$ cat src/rtl/sub_pe_ctrl_if.sv
// sub_pe_ctrl_if: groups the job request, buffer read, sub_pe drive and
// result handshake signals of the sub_pe_ctrl job sequencer.
//   slave  : controller side (sub_pe_ctrl)
//   master : environment side (job source, buffers, sub_pe, result sink)
// Signals:
//   job_valid/job_ready, job_channel, job_img_base, job_wgt_base : job request
//   mem_rd_en, img_addr, wgt_addr                                : buffer reads
//   pe_start, pe_channel, pe_result                              : sub_pe lane
//   res_valid/res_ready, res_data                                : result port
//   busy                                                         : status
interface sub_pe_ctrl_if #(
  parameter int ADDR_W = 8,
  parameter int ACC_W  = 20
);
  logic              job_valid;
  logic              job_ready;
  logic [2:0]        job_channel;
  logic [ADDR_W-1:0] job_img_base;
  logic [ADDR_W-1:0] job_wgt_base;
  logic              mem_rd_en;
  logic [ADDR_W-1:0] img_addr;
  logic [ADDR_W-1:0] wgt_addr;
  logic              pe_start;
  logic [2:0]        pe_channel;
  logic [ACC_W-1:0]  pe_result;
  logic              res_valid;
  logic              res_ready;
  logic [ACC_W-1:0]  res_data;
  logic              busy;

  modport slave (
    input  job_valid, job_channel, job_img_base, job_wgt_base, pe_result, res_ready,
    output job_ready, mem_rd_en, img_addr, wgt_addr, pe_start, pe_channel,
           res_valid, res_data, busy
  );

  modport master (
    output job_valid, job_channel, job_img_base, job_wgt_base, pe_result, res_ready,
    input  job_ready, mem_rd_en, img_addr, wgt_addr, pe_start, pe_channel,
           res_valid, res_data, busy
  );
endinterface

$ cat src/rtl/sub_pe_ctrl.sv
// sub_pe_ctrl: job sequencer for one sub_pe multiply-accumulate lane.
// Accepts a job, streams N = channel+1 img/weight operand pairs out of two
// 1-cycle-latency buffers, pulses pe_start with the first pair arriving at
// sub_pe, waits PE_LAT+1 cycles for the pipeline to drain, then holds the
// captured result on a valid/ready port.
// Ports:
//   clk, rst : clock, asynchronous active-high reset
//   bus      : sub_pe_ctrl_if.slave (job, buffer, sub_pe and result signals)
//   perf_jobs, perf_busy_cyc : saturating counters, only when the macro
//              SUB_PE_CTRL_PERF_EN is defined
//
// state | meaning
// IDLE  | waiting for a job, job_ready=1
// FETCH | issuing N buffer reads, one per cycle
// DRAIN | waiting for last read + PE_LAT for pe_result to settle
// HOLD  | res_valid high until res_ready
module sub_pe_ctrl #(
  parameter int ADDR_W = 8,
  parameter int ACC_W  = 20,
  parameter int PE_LAT = 2
) (
  input  logic clk,
  input  logic rst,
  sub_pe_ctrl_if.slave bus
`ifdef SUB_PE_CTRL_PERF_EN
  ,
  output logic [15:0] perf_jobs,
  output logic [31:0] perf_busy_cyc
`endif
);

  localparam logic [1:0] S_IDLE  = 2'd0;
  localparam logic [1:0] S_FETCH = 2'd1;
  localparam logic [1:0] S_DRAIN = 2'd2;
  localparam logic [1:0] S_HOLD  = 2'd3;

  localparam logic [ADDR_W-1:0] ADDR_ONE   = 1;
  // one extra cycle covers the last buffer read landing at sub_pe
  localparam logic [4:0]        DRAIN_LOAD = 5'(PE_LAT + 1);

  logic [1:0] state;
  logic [2:0] k;
  logic [4:0] drain_cnt;

  assign bus.job_ready = (state == S_IDLE);
  assign bus.busy      = (state != S_IDLE);

  always_ff @(posedge clk or posedge rst) begin
    if (rst) begin
      state          <= S_IDLE;
      k              <= '0;
      drain_cnt      <= '0;
      bus.mem_rd_en  <= 1'b0;
      bus.img_addr   <= '0;
      bus.wgt_addr   <= '0;
      bus.pe_start   <= 1'b0;
      bus.pe_channel <= '0;
      bus.res_valid  <= 1'b0;
      bus.res_data   <= '0;
    end else begin
      bus.pe_start <= 1'b0;
      case (state)
        S_IDLE: begin
          if (bus.job_valid) begin
            bus.pe_channel <= bus.job_channel;
            bus.img_addr   <= bus.job_img_base;
            bus.wgt_addr   <= bus.job_wgt_base;
            bus.mem_rd_en  <= 1'b1;
            k              <= '0;
            state          <= S_FETCH;
          end
        end
        S_FETCH: begin
          // first read returns next cycle, so start lines up with it
          bus.pe_start <= (k == 3'd0);
          if (k == bus.pe_channel) begin
            bus.mem_rd_en <= 1'b0;
            drain_cnt     <= DRAIN_LOAD;
            state         <= S_DRAIN;
          end else begin
            k            <= k + 3'd1;
            bus.img_addr <= bus.img_addr + ADDR_ONE;
            bus.wgt_addr <= bus.wgt_addr + ADDR_ONE;
          end
        end
        S_DRAIN: begin
          if (drain_cnt == 5'd1) begin
            bus.res_data  <= bus.pe_result[ACC_W-1:0];
            bus.res_valid <= 1'b1;
            state         <= S_HOLD;
          end else begin
            drain_cnt <= drain_cnt - 5'd1;
          end
        end
        S_HOLD: begin
          if (bus.res_ready) begin
            bus.res_valid <= 1'b0;
            state         <= S_IDLE;
          end
        end
        default: state <= S_IDLE;
      endcase
    end
  end

`ifdef SUB_PE_CTRL_PERF_EN
  always_ff @(posedge clk or posedge rst) begin
    if (rst) begin
      perf_jobs     <= '0;
      perf_busy_cyc <= '0;
    end else begin
      if (bus.busy && (perf_busy_cyc != '1))
        perf_busy_cyc <= perf_busy_cyc + 32'd1;
      if ((state == S_HOLD) && bus.res_ready && (perf_jobs != '1))
        perf_jobs <= perf_jobs + 16'd1;
    end
  end
`endif

endmodule

$ cat src/flat_wrapper.sv
// flat-port wrapper written by rule: the top's interface ports become plain ports
module sub_pe_ctrl_flat 
#(
  parameter int ADDR_W = 8,
  parameter int ACC_W  = 20,
  parameter int PE_LAT = 2
)
  (clk, rst, bus_job_valid, bus_job_channel, bus_job_img_base, bus_job_wgt_base, bus_pe_result, bus_res_ready, bus_job_ready, bus_mem_rd_en, bus_img_addr, bus_wgt_addr, bus_pe_start, bus_pe_channel, bus_res_valid, bus_res_data, bus_busy);
  sub_pe_ctrl_if #(.ADDR_W(ADDR_W), .ACC_W(ACC_W)) bus_i ();
  input  logic clk;
  input  logic rst;
  input wire logic [$bits(bus_i.job_valid)-1:0] bus_job_valid;
  input wire logic [$bits(bus_i.job_channel)-1:0] bus_job_channel;
  input wire logic [$bits(bus_i.job_img_base)-1:0] bus_job_img_base;
  input wire logic [$bits(bus_i.job_wgt_base)-1:0] bus_job_wgt_base;
  input wire logic [$bits(bus_i.pe_result)-1:0] bus_pe_result;
  input wire logic [$bits(bus_i.res_ready)-1:0] bus_res_ready;
  output wire logic [$bits(bus_i.job_ready)-1:0] bus_job_ready;
  output wire logic [$bits(bus_i.mem_rd_en)-1:0] bus_mem_rd_en;
  output wire logic [$bits(bus_i.img_addr)-1:0] bus_img_addr;
  output wire logic [$bits(bus_i.wgt_addr)-1:0] bus_wgt_addr;
  output wire logic [$bits(bus_i.pe_start)-1:0] bus_pe_start;
  output wire logic [$bits(bus_i.pe_channel)-1:0] bus_pe_channel;
  output wire logic [$bits(bus_i.res_valid)-1:0] bus_res_valid;
  output wire logic [$bits(bus_i.res_data)-1:0] bus_res_data;
  output wire logic [$bits(bus_i.busy)-1:0] bus_busy;
  assign bus_i.job_valid = bus_job_valid;
  assign bus_i.job_channel = bus_job_channel;
  assign bus_i.job_img_base = bus_job_img_base;
  assign bus_i.job_wgt_base = bus_job_wgt_base;
  assign bus_i.pe_result = bus_pe_result;
  assign bus_i.res_ready = bus_res_ready;
  assign bus_job_ready = bus_i.job_ready;
  assign bus_mem_rd_en = bus_i.mem_rd_en;
  assign bus_img_addr = bus_i.img_addr;
  assign bus_wgt_addr = bus_i.wgt_addr;
  assign bus_pe_start = bus_i.pe_start;
  assign bus_pe_channel = bus_i.pe_channel;
  assign bus_res_valid = bus_i.res_valid;
  assign bus_res_data = bus_i.res_data;
  assign bus_busy = bus_i.busy;
  sub_pe_ctrl #(.ADDR_W(ADDR_W), .ACC_W(ACC_W), .PE_LAT(PE_LAT)) u_core (.clk(clk), .rst(rst), .bus(bus_i));
endmodule
$ cat config.mk
export PLATFORM = sky130hd
export DESIGN_NAME = sub_pe_ctrl_flat
export DESIGN_NICKNAME = d
export VERILOG_FILES = /design/src/rtl/sub_pe_ctrl_if.sv /design/src/rtl/sub_pe_ctrl.sv /design/src/flat_wrapper.sv
export SDC_FILE = /design/constraint.sdc
export NUM_CORES = 1
export LEC_CHECK = 0
export ABC_CLOCK_PERIOD_IN_PS = 1700
export CAP_MARGIN = 20
export CORE_MARGIN = 2
export CORE_UTILIZATION = 30
export CTS_BUF_LIST = sky130_fd_sc_hd__clkbuf_8 sky130_fd_sc_hd__clkbuf_16
export CTS_CLUSTER_DIAMETER = 200
export DETAILED_ROUTE_END_ITERATION = 10
export SLEW_MARGIN = 25
export SYNTH_ARGS = -nofsm -noshare
export SYNTH_HDL_FRONTEND = slang
export SYNTH_SLANG_ARGS = --single-unit
export TNS_END_PERCENT = 5
$ cat constraint.sdc
create_clock -name clk -period 1.7 [get_ports clk]
set_input_delay 0.255 -clock clk [delete_from_list [all_inputs] [get_ports clk]]
set_output_delay 0.255 -clock clk [all_outputs]
set_load 0.01 [all_outputs]
* After elaboration in Yosys (flattened, before gate mapping)
Index checks and enable logic that the tools add are counted.
** Word-level totals
- Flip-flop bits (word level) :: 52
- Bits in latches :: 0
- Memory bits (writable) :: 0
- ROM bits :: 0
- Bits of input ports :: 43
- Output and inout port bits :: 44
- Memories :: 0
** Operators by class
- $add $sub $neg :: 4
- Multipliers :: 0
- Div/mod/pow operators :: 0
- Order comparisons :: 0
- Eq/ne operators :: 11
- Shift-type cells :: 0
- Multiplexer cells :: 24
- Bitwise gates (word level) :: 0
- Reductions and logical operators :: 13
** Operator list (number)
- $mux W8 :: 4
- $pmux W8 S2 :: 2
- $add A8 B1 Y8 const B :: 2
- $reduce_and A3 Y1 :: 4
- $mux W5 :: 2
- $pmux W5 S2 :: 1
- $mux W2 :: 4
- $ne A2 B2 Y1 const B :: 4
- $pmux W2 S4 :: 1
- $reduce_bool A2 Y1 :: 4
- $mux W3 :: 2
- $pmux W3 S2 :: 1
- $eq A5 B1 Y1 const B :: 1
- $mux W1 :: 5
- $sub A5 B1 Y5 const B :: 1
- $eq A2 B2 Y1 const B :: 2
- $ne A2 B1 Y1 const B :: 2
- $pmux W1 S2 :: 2
- $reduce_and A2 Y1 :: 2
- $reduce_and A4 Y1 :: 1
- $add A3 B1 Y3 const B :: 1
- $eq A3 B3 Y1 :: 1
- $logic_not A3 Y1 :: 1
- $eq A2 B1 Y1 const B :: 1
- $logic_not A2 Y1 :: 1

* Longest topological paths before layout
- Depth after elaboration :: 3
- Gate-level depth with buffers :: 8
- Depth with buffers taken out :: 6

* Worst setup path before layout
OpenSTA, ideal clock, no wires.
- Kind :: reg-to-reg
- Start point :: reg u_core.state[0]
- End point :: reg u_core.bus.img_addr[4]
- Library setup time :: 0.121 ns
- Arrival :: 1.768 ns
- Required time :: 1.579 ns
- Path slack :: -0.189 ns
- Stages on the path, launching flop included :: 8
- Path buffers :: 1
- Cells stage by stage :: dfrtp_1 > inv_1 > ha_1 > mux2_2 > o41ai_1 > buf_2 > a21oi_1 > o22a_1
** On the way
- Word-level cells in the longest chain between the ends :: 3
** RTL lines
- start, declared :: RTL line sub_pe_ctrl.sv:41 : logic [1:0] state;
- start signal, assigned :: RTL line sub_pe_ctrl.sv:50 : state <= S_IDLE;
- start signal, assigned :: RTL line sub_pe_ctrl.sv:70 : state <= S_FETCH;
- start signal, assigned :: RTL line sub_pe_ctrl.sv:79 : state <= S_DRAIN;
- $logic_not A2 Y1 (*)
- net bus_job_ready :: RTL line flat_wrapper.sv:18 : output wire logic [$bits(bus_i.job_ready)-1:0] bus_job_ready;
- $ne A2 B2 Y1 (no line) / $reduce_bool A2 Y1 (equally long branches)
- $reduce_and A3 Y1 (no line)
- end signal, assigned :: RTL line sub_pe_ctrl.sv:66 : bus.img_addr <= bus.job_img_base;
- end signal, assigned :: RTL line sub_pe_ctrl.sv:82 : bus.img_addr <= bus.img_addr + ADDR_ONE;
- end, declared :: RTL line sub_pe_ctrl_if.sv:33 : output job_ready, mem_rd_en, img_addr, wgt_addr, pe_start, pe_channel,
Mark *: on every way through the listed nets, which the timed path passes. The rest lies on a longest branch.
A chain may end at the register's enable or synchronous reset.

* Final worst setup path
- Start point :: reg u_core.bus.pe_channel[1]
- End point :: reg u_core.state[1]
** On the way
- Word-level cells in the longest chain between the ends :: 3
** RTL lines
- start, declared :: RTL line sub_pe_ctrl_if.sv:33
- start signal, assigned :: RTL line sub_pe_ctrl.sv:65 : bus.pe_channel <= bus.job_channel;
- $eq A3 B3 Y1 :: RTL line sub_pe_ctrl.sv:76 : if (k == bus.pe_channel) begin
- $ne A2 B1 Y1 (no line)
- $reduce_and A4 Y1 (no line)
- end signal, assigned :: RTL line sub_pe_ctrl.sv:70
- end signal, assigned :: RTL line sub_pe_ctrl.sv:79
- end signal, assigned :: RTL line sub_pe_ctrl.sv:90 : state <= S_HOLD;
Every way passes these cells.

==> out/metrics.yaml <==
worst_setup_path:
  crit_type: "reg2reg"
  critPathArrivalTime_ps: 1990
  critPathMaxStageDelay_ps: 450
  crit_fanout: 5
  cp_slowest_cell: "dfrtp_2"
  critical_path_required_ps: 1900
  crit_path_start_kind: "register"
  crit_path_end_kind: "register"
  path_cells: "xor2_4, o31ai_4, or3b_4, mux2_4"
timing:
  rsz0062_at_grt: "yes"
  final_max_slew_viol_count: 0
  skew_ps: 7.366
  worst_slack_ps: -87.06
  timing.final.crit_share_pct: 105.1
  setup_viol: 11
  slew_headroom_pct: 71.53
  worst_pin_slew_ps: 426.7
  timing.final.crit_period_ps: 1787
  hold_violations: 0
  hold_ws_ps: 291.1
  timing.fmax_ghz: 0.5596
power_and_ir_drop:
  power_frac_comb_pct: 62.7
  seqPwrFrac_pct: 26.7
  p_clk_share_pct: 10.6
  p_leak_nw: 1.893
  p_per_area_nw_per_um2: 1963
  p_int_mw: 5.280
  switching_share_pct: 38.17
  p_switching_mw: 3.260
  total_power_mw: 8.541
  vdd_ir_drop_max_v: 0.0006681
layout:
  regArea_um2: 1304
  fill_cells: 829
  drive_above_1_share_pct: 27.75
  n_antenna_cell: 0
  fin_nets: 435
  multiInputGateArea_um2: 1448
  area_growth_pct: 58.74
floorplan:
  fp-row-count: 34
  initial_core_util_pct: 31.13
  ios: 87
  dieArea_um2: 9918
  die_y_um: 99.59
  coreArea_um2: 8806
  die_x_um: 99.59
clocking:
  clock-sinks: 52
  htreeDepth: 2
  cts_root_buf: "clkbuf_8"
  ctsLongestPathBuffers: 2
  cts_tree: "yes"
  insertion_delay_ps: 310
  cts_made_buffers: 5
  path_clk_slew_ps: 100
synthesis:
  synth-seq-area-share_pct: 47.47
  ys_top_cells_by_count: "52 x dfrtp_1, 24 x mux2_2, 19 x a21oi_1"
  netlist_instances: 252
  syn_nets: 306
  synth-edff-count: 0
  syn_area_um2: 2741
  synth.top_cells.by_area: "dfrtp_1 47%, mux2_2 9.9%, ha_1 5.0%"
  synth_top_area_share_pct: 47.47
  yosysTopAreaCell: "dfrtp_1"
  ys.flop_type: "dfrtp_1"
  ys_seq_elements: 52
  async_flop_share_pct: 100.0
  syn_area_per_cell_um2: 10.88
  synthDistinctLibCells: 47
  synth_most_common_cell: "dfrtp_1"
  yosysWarnings: 0
global_routing:
  global_route.overflow_total: 0
  grt_pass1_vias: 2462
  grt_max_degree: 53
  antenna_found_initial: 0
  grt_pass1_wl_um: 11760
  grtUsageTotal_pct: 14.57
routing:
  ant_nets: 0
  routed_wl_um: 7448
  drc: 0
  via_count: 2468
  drtPass1Iterations: 4
  wl_per_cell_um: 15.20
  drt_iter0_drc: 74
  avgViaCountPerCell: 5.037
min_path:
  hold_path_class: "in2async"
run_status:
  violations: "setup timing"
  outcome: "complete, but fails checks"
place:
  io_buffers: 86
  hpwl_um: 5163
  gp_congestion: 0.7904
run:
  maxCapViolCount: 0
-- area by class of cell --
class,count,area share [%]
Clock inverter,3,1.064
Multi-Input combinational cell,175,33.27
Sequential cell,52,29.96
Inverter,14,1.208
Clock buffer,5,1.581
Timing Repair Buffer,133,29.82
Tap cell,108,3.105
-- what timing repair did --
action / 4_1_cts / 5_1_grt
endpoints found under the hold margin: 0 / 0
gates resized for setup: 8 / 25
pin swaps: 0 / 7
setup buffers: 2 / 2
hold buffers: 0 / 0
endpoints found under the setup margin: 18 / 47
gates cloned: 0 / 2
-- power groups by stage --
stage,Combinational [mW],Sequential [mW],Clock [mW]
after floorplan,2.16,2.48,0
after global placement,4.65,2.27,0
after detailed placement,4.74,2.28,0
after CTS,4.85,2.26,0.941
after global routing,5.80,2.37,0.976
final,5.36,2.28,0.903
-- worst max-delay path, delay by kind of cell, from the launching register on --
family           cells  cell delay (ps)
AND/OR/NAND/NOR      1              420
AO/OA/AOI/OAI        1              290
XOR/XNOR             1              220
multiplexers         1              300
flip-flops           1              450
-- per-layer routing --
layer,vias to the layer above,GRT usage [%],routed length (um),part of all wire [%]
met5,-,0,0,0
met1,1198,18.24,3274,44
met2,71,25.26,3699,50
li1,1194,-,-,-
met4,0,3.161,44,0.59
met3,5,3.865,431,5.8
-- final timing paths --
check,from,endpoint,slack (ps),cells past startpoint
worst max-delay path,u_core.bus.pe_channel[1],u_core.state[1],-90,4
min in group clk,u_core.bus.res_data[2],u_core.bus.res_data[2],510,1
worst max register to register,u_core.bus.pe_channel[1],u_core.state[1],-90,4
max in group asynchronous,rst,u_core.bus.pe_channel[1],1150,3
worst min-delay path,rst,u_core.bus.res_data[4],290,3
worst min register to register,u_core.bus.res_data[2],u_core.bus.res_data[2],510,1
-- placed cells by master (no fill, tap or decap), types with 9 or more instances in the layout --
cell type	Yosys	final
a21oi_1	19	18
dfrtp_1	52	50
clkdlybuf4s50_1	0	84
buf_4	1	36
o22a_1	9	9
nor2_1	16	16
inv_1	14	11
mux2_2	24	24
mux2i_1	9	9
-- stage by stage --
stage | std cells | setup TNS (ps) | setup slack, ps | cell area [um^2] | utilization [%]
finish | 490 | -646.2 | -87.06 | 4352 | 49.42
global route | 490 | -1772 | -168.5 | 4352 | 49.42
CTS | 486 | -1154 | -117.7 | 4194 | 47.63
detailed placement | 476 | -1326 | -136.3 | 4050 | 45.99
global placement | 476 | -866.3 | -102.8 | 4050 | 45.99
floorplan | 252 | -945.2 | -117.0 | 2769 | -
-- state kept, by name, indices dropped and copies added (netlist names) --
register,cells
u_core.bus.mem_rd_en,1
u_core.k,3
u_core.drain_cnt,5
u_core.bus.pe_channel,3
u_core.bus.pe_start,1
u_core.state,2
u_core.bus.res_valid,1
u_core.bus.img_addr,8
u_core.bus.wgt_addr,8
u_core.bus.res_data,20
-- cell families after synthesis --
| logic type | share of synthesized area [%] |
|---|---|
| xor+xnor | 1.233 |
| buf+inv | 3.651 |
| flops | 47.47 |
| mux | 13.69 |
| fa+ha+maj | 5.020 |
| simple gates | 12.00 |
| compound gates | 16.93 |
Note: power is estimated with default switching activity, not from simulation.
